==> config.mk <==
export PLATFORM = sky130hd
export DESIGN_NAME = branch_predictor
export DESIGN_NICKNAME = d
export VERILOG_FILES = /design/src/rtl/branch_predictor.sv
export SDC_FILE = /design/constraint.sdc
export NUM_CORES = 1
export LEC_CHECK = 0
export BUFFER_PORTS_ARGS = -buffer_cell sky130_fd_sc_hd__buf_4
export CAP_MARGIN = 20
export CORE_MARGIN = 5
export CORE_UTILIZATION = 56
export DETAILED_ROUTE_END_ITERATION = 6
export PLACE_DENSITY = 0.84
export SLEW_MARGIN = 20
export SYNTH_ARGS = -nofsm -noshare
export SYNTH_HDL_FRONTEND = slang
export SYNTH_SLANG_ARGS = --single-unit
==> constraint.sdc <==
create_clock -name clk -period 3.8 [get_ports clk]
set_input_delay 0.57 -clock clk [delete_from_list [all_inputs] [get_ports clk]]
set_output_delay 0.57 -clock clk [all_outputs]
set_load 0.02 [all_outputs]
==> src/rtl/branch_predictor.sv <==
// Bimodal branch predictor: a table of 2-bit saturating counters indexed by PC,
// a registered mispredict/redirect pulse, and saturating resolve/miss statistics.
module branch_predictor #(
    parameter int IDX_W = 4
) (
    input  logic        clk,
    input  logic        rst_n,
    input  logic [31:0] if_pc,
    input  logic        if_valid,
    output logic        pred_taken,
    input  logic        ex_update,
    input  logic [31:0] ex_pc,
    input  logic        ex_taken,
    input  logic        ex_pred,
    output logic        mispredict,
    input  logic        stat_clr,
    output logic [15:0] branch_cnt,
    output logic [15:0] miss_cnt
);

    localparam int ENTRIES = 1 << IDX_W;

    typedef enum logic [1:0] {
        SNT = 2'b00,
        WNT = 2'b01,
        WT  = 2'b10,
        ST  = 2'b11
    } ctr_t;

    function automatic ctr_t ctr_step(input ctr_t cur, input logic taken);
        ctr_t nxt;
        nxt = cur;
        if (taken) begin
            if (cur != ST) nxt = ctr_t'(cur + 2'd1);
        end else begin
            if (cur != SNT) nxt = ctr_t'(cur - 2'd1);
        end
        return nxt;
    endfunction

    function automatic logic [15:0] sat_inc16(input logic [15:0] v);
        return (v == 16'hFFFF) ? v : v + 16'd1;
    endfunction

    ctr_t             tbl_q [ENTRIES];
    ctr_t             upd_val_d;
    logic [IDX_W-1:0] if_idx;
    logic [IDX_W-1:0] ex_idx;
    logic             miss_d;
    logic             mispredict_q;
    logic [15:0]      branch_cnt_q, branch_cnt_d;
    logic [15:0]      miss_cnt_q, miss_cnt_d;

    // Word-aligned PCs: drop the two byte-offset bits; upper bits alias freely.
    assign if_idx = if_pc[IDX_W+1:2];
    assign ex_idx = ex_pc[IDX_W+1:2];

    logic unused_pc_bits;
    assign unused_pc_bits = ^{if_pc[31:IDX_W+2], if_pc[1:0], ex_pc[31:IDX_W+2], ex_pc[1:0]};

    // Lookup reads the registered table, so a same-cycle update is not bypassed.
    assign pred_taken = if_valid & tbl_q[if_idx][1];
    assign upd_val_d  = ctr_step(tbl_q[ex_idx], ex_taken);
    assign miss_d     = ex_update & (ex_taken ^ ex_pred);

    always_comb begin
        branch_cnt_d = branch_cnt_q;
        miss_cnt_d   = miss_cnt_q;
        if (stat_clr) begin
            branch_cnt_d = 16'd0;
            miss_cnt_d   = 16'd0;
        end else if (ex_update) begin
            branch_cnt_d = sat_inc16(branch_cnt_q);
            if (miss_d) miss_cnt_d = sat_inc16(miss_cnt_q);
        end
    end

    always_ff @(posedge clk or negedge rst_n) begin
        if (!rst_n) begin
            for (int i = 0; i < ENTRIES; i++) tbl_q[i] <= WNT;
        end else if (ex_update) begin
            tbl_q[ex_idx] <= upd_val_d;
        end
    end

    always_ff @(posedge clk or negedge rst_n) begin
        if (!rst_n) begin
            mispredict_q <= 1'b0;
            branch_cnt_q <= 16'd0;
            miss_cnt_q   <= 16'd0;
        end else begin
            mispredict_q <= miss_d;
            branch_cnt_q <= branch_cnt_d;
            miss_cnt_q   <= miss_cnt_d;
        end
    end

    assign mispredict = mispredict_q;
    assign branch_cnt = branch_cnt_q;
    assign miss_cnt   = miss_cnt_q;

endmodule

==> results.yml, run 1 <==
logic_synthesis:
  synthArstFlopShare_pct: 100
  netlist_area_um2: 3580
  ys_ff_latch: 65
  synthTopCellsByCount: "dfrtp_1, nor2_1, mux2_2, nand2_1, xnor2_1"
  synthFlopType: "dfrtp_1"
  synth_area_leaders: "dfrtp_1, dfstp_2, mux2_2"
  yosys.cell_count.top_type: "dfrtp_1"
  synth_edf_count: 0
  yosysWarnings: 0
  syn-mean-instance-area_um2: 11.2
  syn_inst: 320
  synth_cell_types: 47
  ys_seq_area_share_pct: 45.9
  synth_nets: 393
  yosysTopAreaCellShare_pct: 34.2
  yosysTopAreaCell: "dfrtp_1"
timing:
  fin_crit_ps: 2580
  worstMarginPinSlew_ps: 798
  fin_setup_tns_ps: 0
  max_freq_ghz: 0.387
  slew_violations: 0
  setup_viol: 0
  fin_worst_skew_ps: 11.1
  relSlewSlack_pct: 46.8
  holdWs_ps: 328
  hold_viol: 0
  finalWorstSetupSlack_ps: 1220
  rsz0062_at_grt: "false"
  fin_crit_sh_pct: 68.0
cts:
  cts_max_level: 3
  cts_resized: 0
  cts_max_path_buffers: 2
  hold_buffers: 0
  cts_setup_buffers: 0
  cts_root_buf: "clkbuf_8"
  clk_pin_slew_ps: 60
  clk_latency_ps: 340
  cts_tree: "done"
  clock-sinks: 65
  cts-buffers-inserted: 9
placed_design:
  place_ws_ps: 1220
  detailed_place_hpwl_um: 5540
  portBuffers: 48
  place_area_um2: 3970
  gp_congestion: 0.808
  dpl.cell_count: 430
outcome:
  status: "completed"
job:
  drv_cap: 0
critical_path:
  startpoint_type: "input port"
  timing_worst_setup_path_type: "in2out"
  r2r_slack_ps: 1830
  crit_arrival_ps: 2010
  crit_path_end_kind: "output pin"
  worstPathMaxFanout: 4
  required_ps: 3230
layout:
  stdcell_area_um2: 4170
  finalNetCount: 437
  post-route-util_pct: 66.4
  area_growth_pct: 16.2
  n_antenna_cell: 0
  drive_gt1_share_pct: 36.0
  instances_no_fill: 446
floorplanning:
  ios: 105
  die_y_um: 90.0
  coreArea_um2: 6280
  die_x_um: 90.0
  rows: 29
  dieArea_um2: 8100
  initial_core_util_pct: 57.1
pwr:
  p_per_area_nw_per_um2: 449
  ir_worst_vdd_v: 0.000316
  leakagePower_nw: 1.78
  fin_total_pwr_mw: 1.87
routing:
  wl_per_cell_um: 17.2
  drtIter0Drc: 143
  num_vias: 2674
  antenna_left: 0
  remaining_drc_errors: 0
  drt-pass1-iter-count: 4
  totalWireLength_um: 7680
  vias_per_cell: 6.00
global_route:
  antenna_found_initial: 0
  overflow: 0
  grt_first_pass_wirelength_um: 13700
  grtUsageTotal_pct: 20.6
  grt_pass1_vias: 2812
  grt_max_degree: 66
worst_hold_path:
  hp-class: "in2async"
## sequential cells by signal (all words and copies together), names as in the netlist
| name | cells |
|---|---|
| branch_cnt | 16 |
| mispredict | 1 |
| miss_cnt | 16 |
| tbl_q | 32 |
## report_power, final
group,internal [mW],total (mW),switching (mW)
logic,0.195,0.371,0.176
registers,0.847,0.921,0.0740
clock network,0.319,0.580,0.262
## cell usage in the layout (no fill, tap or decap), types with 4 or more instances in the layout
master,count
nand4_1,8
nand3_1,9
buf_4,48
xor2_1,10
and4_1,4
nor3_1,12
dfrtp_1,49
nor4_1,5
o31ai_1,6
and3_1,9
mux4_2,13
xnor2_1,18
nand2_1,28
nor2_1,34
clkbuf_8,10
a211oi_1,6
dfstp_2,16
mux2_2,28
mux2i_1,4
## final timing paths
| check | from | end | cells after the start |
|---|---|---|---|
| min in group clk | tbl_q[24] | tbl_q[24] | 2 |
| setup / recovery | if_pc[2] | pred_taken | 5 |
| max in group asynchronous | rst_n | miss_cnt[4] | 1 |
| hold reg to reg | tbl_q[24] | tbl_q[24] | 2 |
| hold / removal | rst_n | tbl_q[31] | 1 |
| setup reg to reg | branch_cnt[5] | branch_cnt[0] | 5 |
## kinds of logic after synthesis
kind of cell	count (synthesis)	share of synthesized area [%]
AND/OR/NAND/NOR	131	19.3
adder cells (fa/ha/maj)	2	0.698
flip-flops	65	45.9
multiplexers	46	18.5
buffers and inverters	18	2.30
AO/OA/AOI/OAI	30	6.42
XOR/XNOR	28	6.84
## critical path, cell delays in order
cell    delay, ps
buf_4         130
mux4_2        510
mux4_2        470
and2_1        180
buf_4         150
## layout make-up
class / count / area [um^2]
clock buffer: 11 / 141
clock inverter: 5 / 55.1
fill: 485 / 2110
inverter: 3 / 11.3
multi-input combinational: 237 / 1850
sequential: 65 / 1650
tap: 77 / 96.3
timing repair buffer: 48 / 360
## routing by layer
metal  up-vias  GRT usage [%]  wire length, um
met5         -              0                0
met4         0           10.2              201
met3        16           3.51              265
met2        61           32.7             3990
met1      1330           27.3             3220
li1       1267              -                -
Power figures use the tool's default switching activity.
==> run 2: changes to the inputs <==
Settings changed: ABC_AREA from default to 1, CORE_UTILIZATION 56 to 53, PLACE_DENSITY 0.84 to 0.8.
Clock period 3.8 ns to 2.5 ns, I/O delays scaled along.
==> results.yml, run 2 <==
routing:
  num_vias: 3842
  antenna_left: 0
  remaining_drc_errors: 0
  drt-pass1-iter-count: 5
  vias_per_cell: 5.46
  totalWireLength_um: 10000
  wl_per_cell_um: 14.2
  drtIter0Drc: 197
critical_path:
  timing_worst_setup_path_type: "reg2reg"
  critPathBufInv: 2
  required_ps: 2740
  timing.rr.end: "miss_cnt[11]"
  critPathMaxStageDelay_ps: 490
  path_cells: "ha_1 -> nand2_1 -> inv_1 -> nand4_1 -> nor2_1 -> nand2_1 -> nand2_1 -> nand2_1 -> inv_2 -> nand2_1 -> o31ai_1"
  path_common_cell: "nand2_1"
  crit_path_end_kind: "flop"
  crit_family: "simple AND/OR/NAND/NOR gates"
  crit_start: "miss_cnt[0]"
  crit_end: "miss_cnt[11]"
  reg2reg_from: "miss_cnt[0]"
  r2r_slack_ps: 390
  worstPathMaxFanout: 8
  worst_path_max_delay_cell: "dfrtp_1"
  reg2regPathDepth: 11
  worst-path-stages: 11
  startpoint_type: "flop"
  crit_arrival_ps: 2350
pwr:
  fin_total_pwr_mw: 2.67
  p_sw_mw: 0.806
  swShare_pct: 30.2
  pwr-share-comb_pct: 17.1
  clkPwrFrac_pct: 33.5
  internal_power_mw: 1.86
  leakagePower_nw: 2.18
  seq_power_share_pct: 49.4
  ir_worst_vdd_v: 0.000285
  p_per_area_nw_per_um2: 593
layout:
  final_common_cell: "nand2_1"
  finalNetCount: 673
  drive_gt1_share_pct: 16.2
  stdcell_area_um2: 4500
  area_growth_pct: 16.2
  multi_input_area_um2: 1920
  largest_reg_flops: 32
  largest_register: "tbl_q"
  n_fill_cell: 671
  ff_latch_area_um2: 1650
  final_cell_mix: "nand2_1, inv_1, nor2_1, buf_4, dfrtp_1"
  n_antenna_cell: 0
cts:
  clk_latency_ps: 340
  clk_pin_slew_ps: 70
  cts_tree: "done"
  cts_max_level: 3
  cts_setup_buffers: 0
  cts_root_buf: "clkbuf_8"
  cts_resized: 0
  cts-buffers-inserted: 9
  clock-sinks: 65
  hold_buffers: 0
  cts_max_path_buffers: 2
timing:
  fin_worst_skew_ps: 9.09
  setup_viol: 0
  holdWs_ps: 109
  fin_crit_sh_pct: 84.2
  max_freq_ghz: 0.475
  fin_setup_tns_ps: 0
  relSlewSlack_pct: 46.7
  slew_violations: 0
  hold_viol: 0
  rsz0062_at_grt: "false"
  worstMarginPinSlew_ps: 800
  finalWorstSetupSlack_ps: 394
  fin_crit_ps: 2110
outcome:
  status: "completed"
floorplanning:
  die_x_um: 95.5
  ios: 105
  coreArea_um2: 7180
  rows: 31
  initial_core_util_pct: 53.9
  dieArea_um2: 9110
  die_y_um: 95.5
global_route:
  antenna_found_initial: 0
  grt_max_degree: 66
  overflow: 0
  grt_first_pass_wirelength_um: 16800
  grtUsageTotal_pct: 23.5
  grt_pass1_vias: 3765
logic_synthesis:
  syn-mean-instance-area_um2: 7.02
  yosys.cell_count.top_type: "nand2_1"
  ys_ff_latch: 65
  synthArstFlopShare_pct: 100
  synthFlopType: "dfrtp_1"
  yosysTopAreaCellShare_pct: 31.7
  yosysWarnings: 0
  synthTopCellsByCount: "nand2_1, inv_1, nor2_1"
  syn_inst: 551
  synth_edf_count: 0
  netlist_area_um2: 3870
  yosysTopAreaCell: "dfrtp_1"
  synth_cell_types: 33
  synth_nets: 624
  synth_area_leaders: "dfrtp_1, nand2_1, dfstp_2"
  ys_seq_area_share_pct: 42.5
placed_design:
  portBuffers: 48
  detailed_place_hpwl_um: 7160
  place_area_um2: 4300
  gp_congestion: 0.926
  place_ws_ps: 484
job:
  drv_cap: 0
worst_hold_path:
  hp-class: "in2async"
[run 2: changes by cell type after synthesis, moves of 5 or more]
cell / delta
a211oi_1: -6
and3_1: -7
clkbuf_1: -5
inv_1: +51
mux2_2: -28
mux4_2: -13
nand2_1: +187
nand3_1: +26
nand4_1: +6
nor2_1: +18
nor4_1: -5
o21ai_0: +27
xnor2_1: -15
[run 2: how the worst min path moves through the flow]
stage                          from            end  slack, ps
after global placement    tbl_q[30]      tbl_q[30]        450
after detailed placement  tbl_q[18]      tbl_q[18]        460
final                         rst_n      tbl_q[31]        110
after CTS                     rst_n      tbl_q[29]        140
after global routing          rst_n      tbl_q[31]        180
after floorplan               rst_n  branch_cnt[0]         80
[run 2: cells by family (layout without fill, tap and decap cells)]
kind of cell	count (synthesis)	after routing	share of synthesized area, %
buffers and inverters	72	126	7.82
xor gates and xnor gates	15	15	3.39
DFF	65	65	42.5
adders and majority gates	2	2	0.647
AOI/OAI and AO/OA	54	54	8.54
and+or+nand+nor	343	343	37.1
[run 2: final cells by class]
cell class	instances	share of cell area, %
multi-input combinational	414	42.7
timing repair buffer	52	8.68
sequential	65	36.6
tap	99	2.76
clock buffer	11	3.15
clock inverter	5	1.22
inverter	58	4.84
[run 2: metal layers]
layer  up-vias  global-route usage [%]  wire, um
li1       1856                       -         -
met1      1824                    29.7      4430
met2       141                    39.2      4790
met3        21                    3.95       581
met4         0                    11.0       212
met5         -                       0         0
[run 2: metrics by stage]
stage / util, % / instances
2_1_floorplan: - / 551
3_5_place_dp: 59.9 / 688
6_report: 62.7 / 704
3_3_place_gp: 59.9 / 688
4_1_cts: 62.7 / 704
5_1_grt: 62.7 / 704
[run 2: power groups by stage]
stage / Combinational [mW] / Sequential, mW / Clock, mW
6_report: 0.455 / 1.32 / 0.893
5_1_grt: 0.516 / 1.33 / 0.960
4_1_cts: 0.457 / 1.32 / 0.917
3_5_place_dp: 0.456 / 1.33 / 0
3_3_place_gp: 0.436 / 1.33 / 0
2_1_floorplan: 0.321 / 1.31 / 0
==> run 3: changes to the inputs <==
Settings changed: ABC_AREA 1 to 0, CORE_UTILIZATION 53 to 52, PLACE_DENSITY 0.8 to 0.79.
Clock period 2.5 ns to 2 ns, I/O delays scaled along.
==> results.yml, run 3 (synthesized netlist as in run 1, its figures left out) <==
outcome:
  status: "finished with violations"
  violations: "setup timing"
pwr:
  p_per_area_nw_per_um2: 883
  leakagePower_nw: 1.90
  ir_worst_vdd_v: 0.000437
  p_sw_mw: 1.06
  clkPwrFrac_pct: 32.0
  swShare_pct: 27.5
  internal_power_mw: 2.80
  seq_power_share_pct: 44.9
  pwr-share-comb_pct: 23.0
cts:
  cts_root_buf: "clkbuf_8"
  cts_max_path_buffers: 2
  clk_pin_slew_ps: 70
  cts_tree: "done"
  cts-buffers-inserted: 9
  cts_max_level: 3
  clk_latency_ps: 350
  clock-sinks: 65
timing:
  max_freq_ghz: 0.443
  hold_viol: 0
  holdWs_ps: 39.3
  slew_violations: 0
  relSlewSlack_pct: 47.2
  finalWorstSetupSlack_ps: -256
  setup_viol: 10
  fin_crit_ps: 2260
  fin_crit_sh_pct: 113
  fin_worst_skew_ps: 10.2
  worstMarginPinSlew_ps: 785
  rsz0062_at_grt: "true"
global_route:
  grt_max_degree: 66
  grt_pass1_vias: 2740
  antenna_found_initial: 0
  grtUsageTotal_pct: 19.5
  grt_first_pass_wirelength_um: 13300
  overflow: 0
placed_design:
  dpl.cell_count: 443
  gp_congestion: 0.898
  detailed_place_hpwl_um: 5480
  portBuffers: 48
critical_path:
  timing_worst_setup_path_type: "reg2out"
  crit_path_end_kind: "output pin"
  reg2reg_from: "tbl_q[27]"
  path_common_cell: "mux4_2"
  required_ps: 1700
  path_cells: "mux4_2 -> mux4_2 -> and2_4 -> buf_6"
  worst_path_max_delay_cell: "mux4_2"
  reg2regPathDepth: 7
  timing.rr.end: "tbl_q[27]"
  worstPathMaxFanout: 3
  critPathMaxStageDelay_ps: 470
  crit_arrival_ps: 1960
  r2r_slack_ps: -70
  startpoint_type: "flop"
routing:
  drtIter0Drc: 101
  wl_per_cell_um: 17.3
  antenna_left: 0
  totalWireLength_um: 8070
  vias_per_cell: 5.93
  remaining_drc_errors: 0
  num_vias: 2765
  drt-pass1-iter-count: 4
floorplanning:
  ios: 105
  coreArea_um2: 6760
  die_y_um: 93.0
  rows: 30
  die_x_um: 93.0
  initial_core_util_pct: 53.0
  dieArea_um2: 8650
layout:
  finalNetCount: 454
  largest_reg_flops: 32
  n_antenna_cell: 0
  largest_register: "tbl_q"
  instances_no_fill: 466
  final_common_cell: "buf_4"
  drive_gt1_share_pct: 39.4
  final_cell_mix: "buf_4, dfrtp_1, nor2_1, nand2_1, mux2_2"
  area_growth_pct: 22.1
  post-route-util_pct: 64.8
worst_hold_path:
  hp-class: "in2async"
job:
  drv_cap: 0
[run 3: cell count changes in the layout (fill, tap and decap cells not counted), moves of 12 or more]
| cell | before | now |
|---|---|---|
| mux4_2 | 0 | 13 |
| buf_4 | 52 | 64 |
| inv_1 | 54 | 3 |
| o21ai_0 | 28 | 1 |
| nand3_1 | 35 | 9 |
| mux2_2 | 0 | 20 |
| xnor2_1 | 3 | 18 |
| nor2_1 | 52 | 34 |
| nand2_1 | 215 | 28 |
[run 3: worst max-delay path by stage]
stage	end	start	slack, ps	depth (start not counted)
6_report	pred_taken	tbl_q[3]	-260	4
5_1_grt	pred_taken	tbl_q[31]	-300	4
4_1_cts	pred_taken	tbl_q[25]	-260	4
3_5_place_dp	tbl_q[30]	ex_pc[3]	-10	7
3_3_place_gp	pred_taken	if_pc[2]	-0.4	5
2_1_floorplan	tbl_q[11]	ex_pc[3]	140	6
[run 3: cell type report]
type / instances / area [um^2]
tap: 80 / 100
timing repair buffer: 65 / 492
sequential: 65 / 1650
fill: 521 / 2380
clock inverter: 7 / 95.1
multi-input combinational: 237 / 1910
clock buffer: 9 / 124
inverter: 3 / 11.3
[run 3: metal layers]
layer | wire, um | up-vias | global-route usage [%]
met4 | 161 | 0 | 8.79
li1 | - | 1296 | -
met1 | 3560 | 1386 | 25.1
met2 | 4020 | 71 | 31.5
met3 | 336 | 12 | 4.26
met5 | 0 | - | 0
[run 3: power groups by stage]
stage	clock network (mW)	registers [mW]	logic, mW
after floorplan	0	1.72	0.544
after CTS	1.25	1.73	0.791
after global routing	1.32	1.76	0.967
after global placement	0	1.75	0.719
after detailed placement	0	1.76	0.749
final	1.24	1.74	0.890
[run 3: metrics by stage]
step	power, mW	setup TNS, ps	setup slack [ps]	cell area [um^2]
after detailed placement	2.51	-62.9	-11.2	4050
after global routing	4.04	-1580	-296	4380
after global placement	2.47	-0.429	-0.429	4050
after floorplan	2.26	0	141	3580
final	3.87	-748	-256	4380
after CTS	3.77	-256	-256	4300
[run 3: worst max-delay path: cells and delay by family, from the launching register on]
kind          cells  cell delay [ps]
buf+inv           1              120
flops             1              400
mux               2              930
simple gates      1              150
[run 3: what timing repair did]
item                                    4_1_cts  5_1_grt
setup buffers                                 4        3
endpoints found under the setup margin        1        3
resized for setup                             2       11
pin swaps                                     1        2
hold buffers                                  0        0
